[config.mk]
export PLATFORM = sky130hd
export DESIGN_NAME = rgb2hsv_seq
export DESIGN_NICKNAME = d
export VERILOG_FILES = /design/src/rtl/rgb2hsv_seq_pkg.sv /design/src/rtl/hsv_seq_div8.sv /design/src/rtl/rgb2hsv_seq.sv
export SDC_FILE = /design/constraint.sdc
export NUM_CORES = 1
export LEC_CHECK = 0
export ABC_CLOCK_PERIOD_IN_PS = 8189
export CORE_ASPECT_RATIO = 1.75
export CORE_MARGIN = 2
export CORE_UTILIZATION = 45
export DETAILED_ROUTE_END_ITERATION = 16
export PLACE_DENSITY_LB_ADDON = 0.08
export SETUP_SLACK_MARGIN = 0.5
export SYNTH_ARGS = -nofsm -noshare
export SYNTH_HDL_FRONTEND = slang
export SYNTH_SLANG_ARGS = --single-unit
[constraint.sdc]
create_clock -name clk -period 8.19 [get_ports clk]
set_input_delay 1.638 -clock clk [delete_from_list [all_inputs] [get_ports clk]]
set_output_delay 1.638 -clock clk [all_outputs]
set_load 0.03 [all_outputs]
[src/rtl/rgb2hsv_seq_pkg.sv]
// Shared definitions for the sequential RGB-to-HSV converter: FSM encoding,
// hue/saturation scale constants and divider step count.
package rgb2hsv_seq_pkg;

  typedef enum logic [2:0] {
    IDLE,
    MINMAX,
    DIV_S,
    DIV_H,
    DONE
  } state_t;

  localparam logic [7:0] HUE_SECTOR = 8'd43;
  localparam logic [7:0] G_BASE     = 8'd85;
  localparam logic [7:0] B_BASE     = 8'd171;
  localparam logic [7:0] S_SCALE    = 8'd255;

  // Quotient bits still to produce after the start cycle has made the first one.
  localparam logic [2:0] DIV_STEPS_AFTER_START = 3'd7;

endpackage

[src/rtl/hsv_seq_div8.sv]
// Restoring divider, 16-bit dividend by 8-bit divisor, 8-bit quotient, one bit per cycle.
// The start cycle already produces the MSB, so a divide occupies exactly 8 edges.
module hsv_seq_div8
  import rgb2hsv_seq_pkg::*;
(
  input  logic        clk,
  input  logic        reset,
  input  logic        i_start,
  input  logic [15:0] i_dividend,
  input  logic [7:0]  i_divisor,
  output logic        o_busy,
  output logic        o_done,
  output logic [7:0]  o_quotient
);

  logic [7:0] r_rem;
  logic [7:0] r_low;
  logic [7:0] r_quo;
  logic [7:0] r_divisor;
  logic [2:0] r_cnt;
  logic       r_busy;
  logic       r_done;
  logic       r_zero;

  logic [7:0] w_remIn;
  logic [7:0] w_lowIn;
  logic [7:0] w_quoIn;
  logic [7:0] w_divisor;
  logic [8:0] w_trial;
  logic [8:0] w_sub;
  logic       w_ge;

  // The caller guarantees dividend[15:8] < divisor, so the remainder fits 8 bits.
  always_comb begin
    w_remIn   = i_start ? i_dividend[15:8] : r_rem;
    w_lowIn   = i_start ? i_dividend[7:0]  : r_low;
    w_quoIn   = i_start ? 8'd0             : r_quo;
    w_divisor = i_start ? i_divisor        : r_divisor;
    w_trial   = {w_remIn, w_lowIn[7]};
    w_ge      = (w_trial >= {1'b0, w_divisor});
    w_sub     = w_trial - {1'b0, w_divisor};
  end

  always_ff @(posedge clk) begin
    if (reset) begin
      r_rem     <= 8'd0;
      r_low     <= 8'd0;
      r_quo     <= 8'd0;
      r_divisor <= 8'd0;
      r_cnt     <= 3'd0;
      r_busy    <= 1'b0;
      r_done    <= 1'b0;
      r_zero    <= 1'b0;
    end else begin
      r_done <= 1'b0;
      if (i_start || r_busy) begin
        r_rem <= w_ge ? w_sub[7:0] : w_trial[7:0];
        r_low <= {w_lowIn[6:0], 1'b0};
        r_quo <= {w_quoIn[6:0], w_ge};
      end
      if (i_start) begin
        r_divisor <= i_divisor;
        r_zero    <= (i_divisor == 8'd0);
        r_cnt     <= DIV_STEPS_AFTER_START;
        r_busy    <= 1'b1;
      end else if (r_busy) begin
        r_cnt <= r_cnt - 3'd1;
        if (r_cnt == 3'd1) begin
          r_busy <= 1'b0;
          r_done <= 1'b1;
        end
      end
    end
  end

  assign o_busy     = r_busy;
  assign o_done     = r_done;
  assign o_quotient = r_zero ? 8'd0 : r_quo;

endmodule

[src/rtl/rgb2hsv_seq.sv]
// One-pixel-at-a-time RGB to packed HSV converter with valid/ready on both sides,
// sharing a single iterative divider between saturation and hue.
module rgb2hsv_seq
  import rgb2hsv_seq_pkg::*;
(
  input  logic        clk,
  input  logic        reset,
  input  logic        in_valid,
  output logic        in_ready,
  input  logic [23:0] tRGB,
  output logic        out_valid,
  input  logic        out_ready,
  output logic [23:0] tHSV
);

  state_t     r_state;
  logic [7:0] r_red;
  logic [7:0] r_grn;
  logic [7:0] r_blu;
  logic [7:0] r_max;
  logic [7:0] r_delta;
  logic [7:0] r_absDiff;
  logic [7:0] r_base;
  logic [7:0] r_sat;
  logic       r_neg;
  logic       r_divStart;

  logic [7:0]  w_max;
  logic [7:0]  w_min;
  logic [7:0]  w_lo;
  logic [7:0]  w_diffA;
  logic [7:0]  w_diffB;
  logic [7:0]  w_base;
  logic        w_neg;
  logic [7:0]  w_absDiff;
  logic        w_useH;
  logic [15:0] w_sProd;
  logic [15:0] w_hProd;
  logic [15:0] w_dividend;
  logic [7:0]  w_divisor;
  logic        w_divStart;
  logic        w_divBusy;
  logic        w_divDone;
  logic [7:0]  w_quot;
  logic [7:0]  w_hue;

  // Max channel with tie priority R > G > B; diff operands follow the chosen sector.
  always_comb begin
    if (r_red >= r_grn && r_red >= r_blu) begin
      w_max   = r_red;
      w_diffA = r_grn;
      w_diffB = r_blu;
      w_base  = 8'd0;
    end else if (r_grn >= r_blu) begin
      w_max   = r_grn;
      w_diffA = r_blu;
      w_diffB = r_red;
      w_base  = G_BASE;
    end else begin
      w_max   = r_blu;
      w_diffA = r_red;
      w_diffB = r_grn;
      w_base  = B_BASE;
    end
    w_lo      = (r_red < r_grn) ? r_red : r_grn;
    w_min     = (w_lo < r_blu) ? w_lo : r_blu;
    w_neg     = (w_diffA < w_diffB);
    w_absDiff = w_neg ? (w_diffB - w_diffA) : (w_diffA - w_diffB);
  end

  // The hue divide is launched on the same edge the saturation quotient is captured.
  always_comb begin
    w_useH     = (r_state == DIV_S) && w_divDone;
    w_sProd    = {8'd0, S_SCALE} * {8'd0, r_delta};
    w_hProd    = {8'd0, HUE_SECTOR} * {8'd0, r_absDiff};
    w_dividend = w_useH ? w_hProd : w_sProd;
    w_divisor  = w_useH ? r_delta : r_max;
    w_divStart = !w_divBusy && (r_divStart || w_useH);
    w_hue      = (r_delta == 8'd0) ? 8'd0
               : (r_neg ? (r_base - w_quot) : (r_base + w_quot));
  end

  hsv_seq_div8 u_div (
    .clk        (clk),
    .reset      (reset),
    .i_start    (w_divStart),
    .i_dividend (w_dividend),
    .i_divisor  (w_divisor),
    .o_busy     (w_divBusy),
    .o_done     (w_divDone),
    .o_quotient (w_quot)
  );

  always_ff @(posedge clk) begin
    if (reset) begin
      r_state    <= IDLE;
      in_ready   <= 1'b1;
      out_valid  <= 1'b0;
      tHSV       <= 24'd0;
      r_red      <= 8'd0;
      r_grn      <= 8'd0;
      r_blu      <= 8'd0;
      r_max      <= 8'd0;
      r_delta    <= 8'd0;
      r_absDiff  <= 8'd0;
      r_base     <= 8'd0;
      r_sat      <= 8'd0;
      r_neg      <= 1'b0;
      r_divStart <= 1'b0;
    end else begin
      r_divStart <= 1'b0;
      case (r_state)
        IDLE: begin
          if (in_valid) begin
            r_red    <= tRGB[23:16];
            r_grn    <= tRGB[15:8];
            r_blu    <= tRGB[7:0];
            in_ready <= 1'b0;
            r_state  <= MINMAX;
          end
        end
        MINMAX: begin
          r_max      <= w_max;
          r_delta    <= w_max - w_min;
          r_absDiff  <= w_absDiff;
          r_neg      <= w_neg;
          r_base     <= w_base;
          r_divStart <= 1'b1;
          r_state    <= DIV_S;
        end
        DIV_S: begin
          if (w_divDone) begin
            r_sat   <= w_quot;
            r_state <= DIV_H;
          end
        end
        DIV_H: begin
          if (w_divDone) begin
            tHSV      <= {w_hue, r_sat, r_max};
            out_valid <= 1'b1;
            r_state   <= DONE;
          end
        end
        DONE: begin
          if (out_ready) begin
            out_valid <= 1'b0;
            in_ready  <= 1'b1;
            r_state   <= IDLE;
          end
        end
        default: r_state <= IDLE;
      endcase
    end
  end

endmodule

==> results.sh <==
export IMPL_outcome="complete, no violations"
export IMPL_setup_viol=0
export IMPL_dr_pass1_iters=5
export IMPL_worst_ir_drop_vdd_uv=185
export IMPL_path_max_fanout=7
export IMPL_reg2reg_slack_ns=1.44
export IMPL_cts_hold_buf=0
export IMPL_coreArea_mm2=0.0227
export IMPL_dp_slack_ns=1.45
export IMPL_htreeDepth=4
export IMPL_vias=8848
export IMPL_place_inst=1605
export IMPL_cts_root_buf="clkbuf_16"
export IMPL_synth_seq_cells=127
export IMPL_finalWeightedCongestion=0.944
export IMPL_synth_avg_cell_area_um2=7.99
export IMPL_met1_length_um=11300
export IMPL_arrival_ns=7.11
export IMPL_die_y_um=205
export IMPL_io_buffers=53
export IMPL_post_cts_setup_buffers=0
export IMPL_cp_required_ns=8.55
export IMPL_rows=73
export IMPL_worst_slack_ns=1.44
export IMPL_fin_skew_ns=0.00675
export IMPL_clock_sinks=127
export IMPL_relSlewSlack_pct=31.0
export IMPL_wl_met3_um=516
export IMPL_yosysWarnings=0
export IMPL_boundaryPins=54
export IMPL_grt_pass1_wl_um=46000
export IMPL_cts_tree="done"
export IMPL_yosys_cell_types_count=65
export IMPL_drc_errors=0
export IMPL_synth_net_count=1510
export IMPL_path_common_cell="o21ai_0"
export IMPL_antenna_found_initial=0
export IMPL_yosysSeqAreaShare_pct=24.5
export IMPL_start_util_pct=45.7
export IMPL_grt_max_degree=73
export IMPL_clock_path_buffers=2
export IMPL_rsz0062_at_grt="no"
export IMPL_drt_wirelength_per_cell_um=17.0
export IMPL_synth_cells=1301
export IMPL_drtIter0Drc=420
export IMPL_max_freq_mhz=148
export IMPL_num_antenna_cells=0
export IMPL_die_area_mm2=0.0244
export IMPL_mostFrequentLayoutCells="nand2_1, ha_1, a21oi_1, inv_1, dfxtp_1"
export IMPL_power_density_mw_per_mm2=271
export IMPL_met2_wirelength_um=15300
export IMPL_dpl_hpwl_um=21400
export IMPL_topRoutingLayerUsed="met4"
export IMPL_final_cells=1637
export IMPL_leakagePower_nw=5.24
export IMPL_grt_pass1_vias=8968
export IMPL_maxCapViolCount=0
export IMPL_final_common_cell="nand2_1"
export IMPL_cts_made_buffers=17
export IMPL_drtAntennaViolNets=0
export IMPL_finalCritPeriodShare_pct=82.4
export IMPL_die_w_um=119
export IMPL_worst_slew_pin_slew_ns=1.02
export IMPL_fin_tns_setup_ns=0
export IMPL_viasPerCell=5.41
export IMPL_finalCriticalPeriod_ns=6.75
export IMPL_area_delta_synth_final_pct=13.4
export IMPL_grt_overflow=0
export IMPL_slew_viol_final=0
export IMPL_hold_viol=0
export IMPL_netlist_area_mm2=0.0104
export IMPL_worstSetupPathType="reg -> reg"
export IMPL_clk_latency_ns=0.44
export IMPL_startpoint_type="flop"
export IMPL_critPathSlowestCell="fa_1"
export IMPL_track_usage_pct=24.1
export IMPL_wl_um=27900
export IMPL_hp_class="reg -> reg"
export IMPL_synth_async_reset_ratio_pct=0
export IMPL_end_kind="flop"
export IMPL_clk_pin_slew_worst_paths_ns=0.06
export IMPL_synth_edf_count=0
export IMPL_nets=1533
export IMPL_cts_resized=0
export IMPL_cpPeakStageDelay_ns=0.67
export IMPL_drive_gt1_share_pct=5.24
export IMPL_ys_flop_type="dfxtp_1"
==> worst max-delay path: cells and delay by family (launching register included) <==
| family | cells | cell delay, ns |
|---|---|---|
| adders and majority gates | 6 | 2.68 |
| AOI/OAI and AO/OA | 10 | 2.43 |
| DFF | 1 | 0.40 |
| muxes | 1 | 0.33 |
| and+or+nand+nor | 3 | 0.32 |
| xor gates and xnor gates | 2 | 0.30 |
| buffers and inverters | 3 | 0.23 |
==> flip-flops by register name, summed over array words and instances, names as in the netlist, 7 cells and up <==
register and count:
tHSV 24, r_max 8, r_sat 8, u_div.r_rem 8, r_grn 8, u_div.r_quo 8
r_absDiff 8, r_delta 8, u_div.r_divisor 8, u_div.r_low 7, r_blu 8, r_red 8
==> routing by layer <==
metal  track usage [%]  up-vias
met1              25.6     4226
met3              3.01       37
li1                  -     4482
met5                 0        -
met2              46.8      103
met4              10.2        0
==> area by class of cell <==
class	count	area [um^2]
tap	300	375
multi-input combinational	986	7160
clock buffer	21	460
clock inverter	11	155
fill	2251	11000
inverter	129	484
sequential	127	2540
timing repair buffer	63	603
==> metrics by stage <==
step           util, %  power (mW)  area, um^2  hold WS, ns
2_1_floorplan        -        2.02       10400        0.431
3_3_place_gp      49.1        2.38       11200        0.440
3_5_place_dp      49.1        2.41       11200        0.448
4_1_cts           51.8        3.22       11800        0.456
5_1_grt           51.8        3.47       11800        0.473
6_report          51.8        3.19       11800        0.451
==> cell usage after synthesis (all sizes together), types with 20 or more instances <==
cell type / n / area, um^2
o21ai: 38 / 198
inv: 128 / 480
fa: 37 / 741
nor2: 127 / 482
nand2: 172 / 646
mux2i: 36 / 360
clkbuf: 51 / 191
xnor2: 33 / 289
ha: 144 / 1800
nor3: 20 / 100
dfxtp: 127 / 2540
a21oi: 140 / 701
a21o: 31 / 233
==> where the power goes <==
part / leakage (nW) / switching [mW] / internal (mW)
Sequential: 1.03 / 0.0660 / 0.658
Combinational: 3.91 / 0.942 / 0.724
Clock: 0.298 / 0.303 / 0.497
Total: 5.24 / 1.31 / 1.88
==> path summary, 6_finish.rpt <==
check | start | endpoint | depth (start not counted)
max | r_delta[5] | u_div.r_rem[0] | 25
min | r_sat[7] | r_sat[7] | 2
max reg2reg | r_delta[5] | u_div.r_rem[0] | 25
min reg2reg | r_sat[7] | r_sat[7] | 2
==> logic make-up after synthesis <==
logic type	synth area share, %
and+or+nand+nor	17.4
AOI/OAI and AO/OA	18.2
buffers and inverters	6.89
adders and majority gates	24.5
DFF	24.5
muxes	4.88
xor gates and xnor gates	3.79
No activity file was read; power rests on OpenSTA's default activity.
